File: config.mk
export PLATFORM = sky130hd
export DESIGN_NAME = control_unit
export DESIGN_NICKNAME = d
export VERILOG_FILES = /design/src/rtl/cu_pkg.sv /design/src/rtl/cu_decode.sv /design/src/rtl/control_unit.sv
export SDC_FILE = /design/constraint.sdc
export NUM_CORES = 1
export LEC_CHECK = 0
export BUFFER_PORTS_ARGS = -buffer_cell sky130_fd_sc_hd__buf_2
export CAP_MARGIN = 10
export CORE_ASPECT_RATIO = 0.75
export CORE_MARGIN = 2
export CORE_UTILIZATION = 40
export CTS_BUF_LIST = sky130_fd_sc_hd__clkbuf_8
export CTS_CLUSTER_SIZE = 16
export DETAILED_ROUTE_END_ITERATION = 7
export GPL_TIMING_DRIVEN = 0
export PLACE_DENSITY = 0.7
export SLEW_MARGIN = 5
export SYNTH_ARGS = -nofsm -noshare
export SYNTH_HDL_FRONTEND = slang
export SYNTH_SLANG_ARGS = --single-unit
File: constraint.sdc
create_clock -name Clock -period 6.5 [get_ports Clock]
set_input_delay 1.625 -clock Clock [delete_from_list [all_inputs] [get_ports Clock]]
set_output_delay 1.625 -clock Clock [all_outputs]
set_load 0.01 [all_outputs]
File: src/rtl/cu_pkg.sv
// cu_pkg: shared definitions for the hardwired control unit.
//   - opcode constants (IR[31:27])
//   - sequencer state enum and instruction-class enum
//   - bit positions inside the drv / ld / rsel / mem control buses
package cu_pkg;

  localparam int OPC_W = 5;

  localparam logic [OPC_W-1:0] OP_LD   = 5'b00000;
  localparam logic [OPC_W-1:0] OP_LDI  = 5'b00001;
  localparam logic [OPC_W-1:0] OP_ST   = 5'b00010;
  localparam logic [OPC_W-1:0] OP_ADD  = 5'b00011;
  localparam logic [OPC_W-1:0] OP_SUB  = 5'b00100;
  localparam logic [OPC_W-1:0] OP_SHR  = 5'b00101;
  localparam logic [OPC_W-1:0] OP_SHRA = 5'b00110;
  localparam logic [OPC_W-1:0] OP_SHL  = 5'b00111;
  localparam logic [OPC_W-1:0] OP_ROR  = 5'b01000;
  localparam logic [OPC_W-1:0] OP_ROL  = 5'b01001;
  localparam logic [OPC_W-1:0] OP_AND  = 5'b01010;
  localparam logic [OPC_W-1:0] OP_OR   = 5'b01011;
  localparam logic [OPC_W-1:0] OP_ADDI = 5'b01100;
  localparam logic [OPC_W-1:0] OP_ANDI = 5'b01101;
  localparam logic [OPC_W-1:0] OP_ORI  = 5'b01110;
  localparam logic [OPC_W-1:0] OP_MUL  = 5'b01111;
  localparam logic [OPC_W-1:0] OP_DIV  = 5'b10000;
  localparam logic [OPC_W-1:0] OP_NEG  = 5'b10001;
  localparam logic [OPC_W-1:0] OP_NOT  = 5'b10010;
  localparam logic [OPC_W-1:0] OP_BRX  = 5'b10011;
  localparam logic [OPC_W-1:0] OP_JR   = 5'b10100;
  localparam logic [OPC_W-1:0] OP_JAL  = 5'b10101;
  localparam logic [OPC_W-1:0] OP_IN   = 5'b10110;
  localparam logic [OPC_W-1:0] OP_OUT  = 5'b10111;
  localparam logic [OPC_W-1:0] OP_MFHI = 5'b11000;
  localparam logic [OPC_W-1:0] OP_MFLO = 5'b11001;
  localparam logic [OPC_W-1:0] OP_NOP  = 5'b11010;
  localparam logic [OPC_W-1:0] OP_HALT = 5'b11011;

  typedef enum logic [3:0] {
    S_RST, S_T0, S_T1, S_T2, S_T3, S_T4, S_T5, S_T6, S_T7, S_HALT, S_STOPPED
  } state_t;

  typedef enum logic [3:0] {
    C_NOP, C_ALU_R, C_ALU_I, C_UNARY, C_MULDIV, C_LD, C_LDI, C_ST,
    C_BRX, C_JR, C_JAL, C_IN, C_OUT, C_MFHI, C_MFLO, C_HALT
  } iclass_t;

  // drv {Cout,BAout,InPortout,MDRout,LOout,HIout,Zlowout,Zhighout,PCout}
  localparam int DRV_PCOUT  = 0;
  localparam int DRV_ZHIGH  = 1;
  localparam int DRV_ZLOW   = 2;
  localparam int DRV_HI     = 3;
  localparam int DRV_LO     = 4;
  localparam int DRV_MDR    = 5;
  localparam int DRV_INPORT = 6;
  localparam int DRV_BA     = 7;
  localparam int DRV_C      = 8;

  // ld {CONin,OutPortin,IRin,LOin,HIin,Yin,MDRin,MARin,Zin,PCin}
  localparam int LD_PCIN      = 0;
  localparam int LD_ZIN       = 1;
  localparam int LD_MARIN     = 2;
  localparam int LD_MDRIN     = 3;
  localparam int LD_YIN       = 4;
  localparam int LD_HIIN      = 5;
  localparam int LD_LOIN      = 6;
  localparam int LD_IRIN      = 7;
  localparam int LD_OUTPORTIN = 8;
  localparam int LD_CONIN     = 9;

  // rsel {Rout,Rin,Grc,Grb,Gra}
  localparam int RS_GRA  = 0;
  localparam int RS_GRB  = 1;
  localparam int RS_GRC  = 2;
  localparam int RS_RIN  = 3;
  localparam int RS_ROUT = 4;

  // mem {IncPC,Write,Read}
  localparam int MEM_READ  = 0;
  localparam int MEM_WRITE = 1;
  localparam int MEM_INCPC = 2;

endpackage

File: src/rtl/cu_decode.sv
// cu_decode: combinational opcode decode for the control unit.
//   opc        in  opcode field IR[31:27]
//   iclass     out instruction class
//   last_state out final execute T-state of this class
//   add_state  out execute T-state where the ALU is forced to ADD for
//                  address/offset arithmetic (S_T0 when the class has none)
module cu_decode
  import cu_pkg::*;
(
  input  logic [OPC_W-1:0] opc,
  output iclass_t          iclass,
  output state_t           last_state,
  output state_t           add_state
);

  always_comb begin
    iclass = C_NOP;
    case (opc)
      OP_ADD, OP_SUB, OP_SHR, OP_SHRA, OP_SHL,
      OP_ROR, OP_ROL, OP_AND, OP_OR:        iclass = C_ALU_R;
      OP_ADDI, OP_ANDI, OP_ORI:             iclass = C_ALU_I;
      OP_NEG, OP_NOT:                       iclass = C_UNARY;
      OP_MUL, OP_DIV:                       iclass = C_MULDIV;
      OP_LD:                                iclass = C_LD;
      OP_LDI:                               iclass = C_LDI;
      OP_ST:                                iclass = C_ST;
      OP_BRX:                               iclass = C_BRX;
      OP_JR:                                iclass = C_JR;
      OP_JAL:                               iclass = C_JAL;
      OP_IN:                                iclass = C_IN;
      OP_OUT:                               iclass = C_OUT;
      OP_MFHI:                              iclass = C_MFHI;
      OP_MFLO:                              iclass = C_MFLO;
      OP_HALT:                              iclass = C_HALT;
      default:                              iclass = C_NOP;
    endcase
  end

  always_comb begin
    last_state = S_T3;
    add_state  = S_T0;
    case (iclass)
      C_ALU_R, C_ALU_I: last_state = S_T5;
      C_UNARY, C_JAL:   last_state = S_T4;
      C_MULDIV:         last_state = S_T6;
      C_LD, C_ST: begin
        last_state = S_T7;
        add_state  = S_T4;
      end
      C_LDI: begin
        last_state = S_T5;
        add_state  = S_T4;
      end
      C_BRX: begin
        last_state = S_T6;
        add_state  = S_T5;
      end
      default:          last_state = S_T3;
    endcase
  end

endmodule

File: src/rtl/control_unit.sv
// control_unit: hardwired sequencer driving all datapath control inputs
// from the present T-state and the IR opcode. Fetch is T0-T2, execute T3-T7.
//
// Ports:
//   Clock   in   system clock (posedge)
//   Reset   in   synchronous active-high reset
//   IR      in   instruction register, opcode in IR[31:27]
//   CON_FF  in   branch-condition flag
//   Stop    in   (CU_STOP_EN only) park in STOPPED instead of fetching
//   drv     out  bus drivers, one-hot or zero
//   ld      out  register loads
//   rsel    out  register-file select/enable
//   mem     out  {IncPC,Write,Read}
//   alu_op  out  ALU operation, meaningful while ld[LD_ZIN]=1
//   Run     out  1 while sequencing instructions
//
// Build option: define CU_STOP_EN to add the Stop input and STOPPED state.
//
// state     | meaning
// ----------+--------------------------------------------------
// S_RST     | reset held, all outputs 0
// S_T0-T2   | instruction fetch
// S_T3-T7   | execute; length depends on instruction class
// S_HALT    | halted, outputs 0, left only by Reset
// S_STOPPED | parked before fetch while Stop=1 (CU_STOP_EN)
module control_unit
  import cu_pkg::*;
(
  input  logic        Clock,
  input  logic        Reset,
  input  logic [31:0] IR,
  input  logic        CON_FF,
`ifdef CU_STOP_EN
  input  logic        Stop,
`endif
  output logic [8:0]  drv,
  output logic [9:0]  ld,
  output logic [4:0]  rsel,
  output logic [2:0]  mem,
  output logic [4:0]  alu_op,
  output logic        Run
);

  state_t           state, state_seq, state_nxt, end_state;
  state_t           last_state, add_state;
  iclass_t          iclass;
  logic [OPC_W-1:0] opc;
  logic             unused_ir;

  assign opc       = IR[31:27];
  assign unused_ir = ^IR[26:0];

  cu_decode u_decode (
    .opc        (opc),
    .iclass     (iclass),
    .last_state (last_state),
    .add_state  (add_state)
  );

  always_ff @(posedge Clock) begin
    if (Reset) state <= S_RST;
    else       state <= state_nxt;
  end

  assign end_state = (iclass == C_HALT) ? S_HALT : S_T0;

  always_comb begin
    state_seq = S_RST;
    case (state)
      S_RST:     state_seq = S_T0;
      S_T0:      state_seq = S_T1;
      S_T1:      state_seq = S_T2;
      S_T2:      state_seq = S_T3;
      S_T3:      state_seq = (state == last_state) ? end_state : S_T4;
      S_T4:      state_seq = (state == last_state) ? end_state : S_T5;
      S_T5:      state_seq = (state == last_state) ? end_state : S_T6;
      S_T6:      state_seq = (state == last_state) ? end_state : S_T7;
      S_T7:      state_seq = end_state;
      S_HALT:    state_seq = S_HALT;
`ifdef CU_STOP_EN
      S_STOPPED: state_seq = S_T0;
`endif
      default:   state_seq = S_RST;
    endcase
  end

  // Every route back into fetch passes through this check, so Stop is
  // honoured both after reset and between instructions.
`ifdef CU_STOP_EN
  assign state_nxt = (state_seq == S_T0 && Stop) ? S_STOPPED : state_seq;
`else
  assign state_nxt = state_seq;
`endif

  always_comb begin
    drv    = '0;
    ld     = '0;
    rsel   = '0;
    mem    = '0;
    alu_op = '0;
    Run    = 1'b0;
    if (state inside {S_T0, S_T1, S_T2, S_T3, S_T4, S_T5, S_T6, S_T7}) begin
      Run    = 1'b1;
      alu_op = (state == S_T0 || state == add_state) ? OP_ADD : opc;
    end
    case (state)
      S_T0: begin
        drv[DRV_PCOUT] = 1'b1; ld[LD_MARIN] = 1'b1; ld[LD_ZIN] = 1'b1; mem[MEM_INCPC] = 1'b1;
      end
      S_T1: begin
        drv[DRV_ZLOW] = 1'b1; ld[LD_PCIN] = 1'b1; ld[LD_MDRIN] = 1'b1; mem[MEM_READ] = 1'b1;
      end
      S_T2: begin
        drv[DRV_MDR] = 1'b1; ld[LD_IRIN] = 1'b1;
      end
      S_T3: begin
        case (iclass)
          C_ALU_R, C_ALU_I: begin rsel[RS_GRB] = 1'b1; rsel[RS_ROUT] = 1'b1; ld[LD_YIN] = 1'b1; end
          C_UNARY:          begin rsel[RS_GRB] = 1'b1; rsel[RS_ROUT] = 1'b1; ld[LD_ZIN] = 1'b1; end
          C_MULDIV:         begin rsel[RS_GRA] = 1'b1; rsel[RS_ROUT] = 1'b1; ld[LD_YIN] = 1'b1; end
          C_LD, C_LDI, C_ST: begin rsel[RS_GRB] = 1'b1; drv[DRV_BA] = 1'b1; ld[LD_YIN] = 1'b1; end
          C_BRX:            begin rsel[RS_GRA] = 1'b1; rsel[RS_ROUT] = 1'b1; ld[LD_CONIN] = 1'b1; end
          C_JR:             begin rsel[RS_GRA] = 1'b1; rsel[RS_ROUT] = 1'b1; ld[LD_PCIN] = 1'b1; end
          C_JAL:            begin drv[DRV_PCOUT] = 1'b1; rsel[RS_GRB] = 1'b1; rsel[RS_RIN] = 1'b1; end
          C_IN:             begin drv[DRV_INPORT] = 1'b1; rsel[RS_GRA] = 1'b1; rsel[RS_RIN] = 1'b1; end
          C_OUT:            begin rsel[RS_GRA] = 1'b1; rsel[RS_ROUT] = 1'b1; ld[LD_OUTPORTIN] = 1'b1; end
          C_MFHI:           begin drv[DRV_HI] = 1'b1; rsel[RS_GRA] = 1'b1; rsel[RS_RIN] = 1'b1; end
          C_MFLO:           begin drv[DRV_LO] = 1'b1; rsel[RS_GRA] = 1'b1; rsel[RS_RIN] = 1'b1; end
          default: ;
        endcase
      end
      S_T4: begin
        case (iclass)
          C_ALU_R:          begin rsel[RS_GRC] = 1'b1; rsel[RS_ROUT] = 1'b1; ld[LD_ZIN] = 1'b1; end
          C_ALU_I, C_LD, C_LDI, C_ST: begin drv[DRV_C] = 1'b1; ld[LD_ZIN] = 1'b1; end
          C_UNARY:          begin drv[DRV_ZLOW] = 1'b1; rsel[RS_GRA] = 1'b1; rsel[RS_RIN] = 1'b1; end
          C_MULDIV:         begin rsel[RS_GRB] = 1'b1; rsel[RS_ROUT] = 1'b1; ld[LD_ZIN] = 1'b1; end
          C_BRX:            begin drv[DRV_PCOUT] = 1'b1; ld[LD_YIN] = 1'b1; end
          C_JAL:            begin rsel[RS_GRA] = 1'b1; rsel[RS_ROUT] = 1'b1; ld[LD_PCIN] = 1'b1; end
          default: ;
        endcase
      end
      S_T5: begin
        case (iclass)
          C_ALU_R, C_ALU_I, C_LDI: begin drv[DRV_ZLOW] = 1'b1; rsel[RS_GRA] = 1'b1; rsel[RS_RIN] = 1'b1; end
          C_MULDIV:         begin drv[DRV_ZLOW] = 1'b1; ld[LD_LOIN] = 1'b1; end
          C_LD, C_ST:       begin drv[DRV_ZLOW] = 1'b1; ld[LD_MARIN] = 1'b1; end
          C_BRX:            begin drv[DRV_C] = 1'b1; ld[LD_ZIN] = 1'b1; end
          default: ;
        endcase
      end
      S_T6: begin
        case (iclass)
          C_MULDIV:         begin drv[DRV_ZHIGH] = 1'b1; ld[LD_HIIN] = 1'b1; end
          C_LD:             begin mem[MEM_READ] = 1'b1; ld[LD_MDRIN] = 1'b1; end
          C_ST:             begin rsel[RS_GRA] = 1'b1; rsel[RS_ROUT] = 1'b1; ld[LD_MDRIN] = 1'b1; end
          // Branch target is only committed when the condition held.
          C_BRX: if (CON_FF) begin drv[DRV_ZLOW] = 1'b1; ld[LD_PCIN] = 1'b1; end
          default: ;
        endcase
      end
      S_T7: begin
        case (iclass)
          C_LD:             begin drv[DRV_MDR] = 1'b1; rsel[RS_GRA] = 1'b1; rsel[RS_RIN] = 1'b1; end
          C_ST:             mem[MEM_WRITE] = 1'b1;
          default: ;
        endcase
      end
      default: ;
    endcase
  end

endmodule

* Word level (Yosys, flattened, before mapping) *
Memory sizes are Yosys's and may differ from the RTL's.
Cells that the tools add are included.

storage, ports and cells
  bits of input ports = 35
  output and inout port bits = 33
  ROM bits = 128
  memory bits (writable) = 0
  latch bits = 0
  logic and storage cells = 102
  register bits = 4
  memories = 1

memories
  name             depth  bits a word  rd ports  clocked after memory_dff  write ports  line             text
  (no name shown)  32     4            1         0                         0            cu_decode.sv:18  case (opc)

cells by class
  eq/ne operators = 26
  divide/modulo/power cells = 0
  order comparisons = 0
  multiplexer cells = 59
  bitwise operators = 0
  $mul = 0
  $add $sub $neg = 0
  reduce and logical (&&, ||, !) cells = 15
  shifts and indexed selects = 0

operators by type and width
  operator            count
  $eq 4x4->1 const B  10
  $pmux 4 s10         1
  $eq 4x3->1 const B  8
  $mux 1              32
  $reduce_or 7->1     3
  $mux 4              5
  $eq 4x2->1 const B  4
  $pmux 1 s4          4
  $pmux 4 s4          1
  $pmux 1 s2          7
  $mux 5              2
  $reduce_or 3->1     3
  $eq 4x1->1 const B  2
  $eq 4x4->1          2
  $reduce_bool 8->1   1
  $reduce_or 4->1     2
  $mux 2              3
  $pmux 1 s3          2
  $pmux 3 s2          1
  $reduce_or 2->1     3
  $reduce_or 6->1     1
  $pmux 1 s5          1
  $logic_not 4->1     1
  $logic_or 1x1->1    1

* Longest topological paths before layout *
An unclocked memory read counts as a cell.

  word-level depth = 8
  depth in mapped cells = 11
  depth with buffers taken out = 10

* By module *
A second synthesis with hierarchy kept.

second synthesis, totals
  cell total of the unflattened synthesis = 213
  area, all modules = 1478.9 um^2

modules (own cells, without submodules)
  module        sequential area each (um^2)  cells an instance  area an instance (um^2)  instances
  control_unit  80.1                         158                1071.0                   1
  cu_decode     0.0                          55                 407.9                    1

* Worst setup path after synthesis *
OpenSTA, ideal clock, no wires.

  path type = in2out
  start = in IR[27]
  end = out alu_op[2]
  required time = 4.875 ns
  cell stages on the path = 11
  slack = 1.467 ns
  arrival time = 3.408 ns
  cells stage by stage = inv_1 > ha_1 > and2_1 > o311ai_2 > nand2_1 > buf_2 > nor2_1 > a21bo_2 > a21oi_1 > o211ai_1 > nor2_1

between the ends
  word-level cells in the longest chain between the ends = 8

RTL lines
  element                           line                 text
  from (decl)                       control_unit.sv:31   input logic [31:0] IR,
  $mem_v2 32x4 *                    -
  $eq 4x3->1                        cu_decode.sv:42      case (iclass)
  $reduce_or 3->1 (no source line)  -
  $pmux 3 s2 *                      cu_decode.sv:42
  $eq 4x4->1 *                      control_unit.sv:104  alu_op = (state == S_T0 || state == add_state) ? OP_ADD : opc;
  $logic_or 1x1->1 *                control_unit.sv:104
  $mux 5 *                          control_unit.sv:104
  $mux 5 *                          control_unit.sv:102  if (state inside {S_T0, S_T1, S_T2, S_T3, S_T4, S_T5, S_T6, S_T7}) begin
  to (decl)                         control_unit.sv:40   output logic [4:0] alu_op,

Every way passes the cells marked *; elsewhere a longest branch is shown, timed or not.

* Worst setup path in the final report *
  start = in IR[27]
  end = out alu_op[3]

The elaborated chain is that of the path after synthesis.

==> flow_summary.toml <==
[route]
dr.pass1.iters = 5
drc = 0
viasPerCell = 5.787
drt-total-wl_um = 3989
wire_per_inst_um = 14.15
via_count = 1632
ant_nets = 0
drtIter0Drc = 237

[yosys]
netlist_area_um2 = 1260
synth_edf_count = 0
async_flop_share = 0
syn_area_per_cell_um2 = 6.268
synth_most_common_cell = "nor2_1"
synth_top_family_by_area = "simple AND/OR/NAND/NOR gates"
yosysSeqAreaShare = 0.06356
synth-warning-count = 0
ys.flop_type = "dfxtp_1"
synthTopCellsByCount = "33 x nor2_1, 21 x nand2_1, 12 x nor3_1"
synthCells = 201
synth_top_area_cell = "nor2_1"
synth_xor_area_frac = 0.02781
ys_ff_latch = 4
syn-num-nets = 241
synth_compound_gate_area_share = 0.3535
yosys-top-cells-area = "nor2_1 9.8%, dfxtp_1 6.4%, nand2_1 6.3%"
synth_cell_types = 54
synthAdderAreaFrac = 0.04965
synthMuxAreaShare = 0.01589
synth_top_area_share = 0.09831
yosys.area_share.simple = 0.3903

[floorplan]
core_area_um2 = 2978
fp-row-count = 17
die_area_um2 = 3619
dieHeight_um = 52.61
die_w_um = 68.81
ios = 68
initial_core_util = 0.4231

[cts]
htreeDepth = 1
cts_root_buffer = "clkbuf_8"
cts_tree = "yes"
hold_buffers = 0
cts.clk_slew.worst_paths_ns = 0.03
cts_resized = 0
clock_latency_ns = 0.22
clock_sinks = 4
postCtsSetupRepairBufs = 0
numCtsBuffers = 3
clock_path_buffers = 2

[final_layout]
diodes = 0
regMostFlops = "state"
top_regs = "state x4"
largest_reg_flops = 4
drive_above_1_share = 0.2541
final_nets = 286
area_growth_pct = 22.94
fillers = 323

[grt]
grt_max_degree = 11
grt_first_pass_wirelength_um = 6092
gr-total-overflow = 0
antenna_found_initial = 0
track_usage = 0.2179
first_global_vias = 1324

[power_and_ir_drop]
p_total_mw = 0.1898
p_leak_nw = 0.6987
peakVddDrop_v = 0.00006071
powerDensity_nw_per_um2 = 122.5

[sta]
tightest_slew_ns = 0.7724
finalSetupViolations = 0
rsz0062_at_grt = "no"
period_share = 0.8690
max_freq_mhz = 177.0
drv_slew = 0
relSlewSlack = 0.4811
period_needed_ns = 5.649
setup_tns_ns = 0
hold_viol = 0
fin_skew_ns = 0.002785

[setup_path]
start_kind = "primary input"
r2r_cells = 6
crit_type = "in2out"
crit_path_max_fanout = 10
cp.arrival_ns = 4.02
cp-end-kind = "output port"
cp.required_ns = 4.88

[status]
run_status = "complete, no violations"

[placed_design]
dp.final_hpwl_um = 3027
gp_congestion = 0.9395
portBuffers = 40

[worst_hold_path]
hold_path_class = "reg2reg"
holdPathStages = 2

[flow_run]
maxCapViolCount = 0
cells by family after synthesis:
logic type,Yosys count
flip-flops,4
AO/OA/AOI/OAI,62
buffers and inverters,23
AND/OR/NAND/NOR,101
XOR/XNOR,4
adder cells (fa/ha/maj),5
multiplexers,2
layer usage:
metal,vias up,part of all wire,GRT usage
li1,818,-,-
met1,715,0.49,0.3367
met2,99,0.41,0.3205
met3,0,0.11,0.02796
met4,0,0,0.03268
met5,-,0,0
per-stage QoR:
step | hold WS (ns) | cell area, um2 | std cells | utilization | setup WS (ns)
6_report | 0.7605 | 1549 | 282 | 0.5202 | 0.8513
5_1_grt | 0.8124 | 1549 | 282 | 0.5202 | 0.5800
4_1_cts | 0.7501 | 1549 | 282 | 0.5202 | 0.8789
3_5_place_dp | 0.7414 | 1508 | 279 | 0.5063 | 0.8907
3_3_place_gp | 0.7538 | 1508 | 279 | 0.5063 | 0.8793
2_1_floorplan | 0.6385 | 1260 | 201 | - | 1.467
final timing paths:
check / endpoint / slack, ns / start
setup / recovery: alu_op[3] / 0.85 / IR[27]
setup reg to reg: state[0] / 4.67 / state[3]
hold reg to reg: state[2] / 0.76 / state[2]
hold / removal: state[2] / 0.76 / state[2]
critical path: stages:
cell and delay [ns]:
buf_2 0.16, inv_1 0.08, ha_1 0.22, and2_1 0.18, o311ai_2 0.33, nand2_1 0.20, buf_2 0.25, nor2_1 0.22
a21bo_2 0.20, a21oi_1 0.07, o211ai_1 0.29, nor2_1 0.07, buf_2 0.14
cell type report:
| type | count | area (um2) | area share |
|---|---|---|---|
| Inverter | 7 | 26.28 | 0.01696 |
| Clock buffer | 3 | 41.29 | 0.02666 |
| Multi-Input combinational cell | 174 | 1055 | 0.6809 |
| Buffer | 16 | 98.84 | 0.06381 |
| Timing Repair Buffer | 40 | 200.2 | 0.1292 |
| Tap cell | 38 | 47.55 | 0.03069 |
| Sequential cell | 4 | 80.08 | 0.05170 |
cell usage in the layout (no fill, tap or decap), types with 6 or more instances in the layout:
master	n
nor2_1	33
o21ai_0	11
a21oi_1	11
inv_1	6
nand3_1	8
nand2_1	21
clkbuf_1	6
buf_2	44
nor3_1	12
and2_1	6
report_power, final:
part / total [mW] / leakage [nW] / internal, mW / switching, mW
clock: 0.0524 / 0.0216 / 0.0395 / 0.0129
combinational: 0.111 / 0.644 / 0.0398 / 0.0708
sequential: 0.0268 / 0.0328 / 0.0261 / 0.000656
total: 0.190 / 0.699 / 0.105 / 0.0844
(Power assumes the default switching activity.)
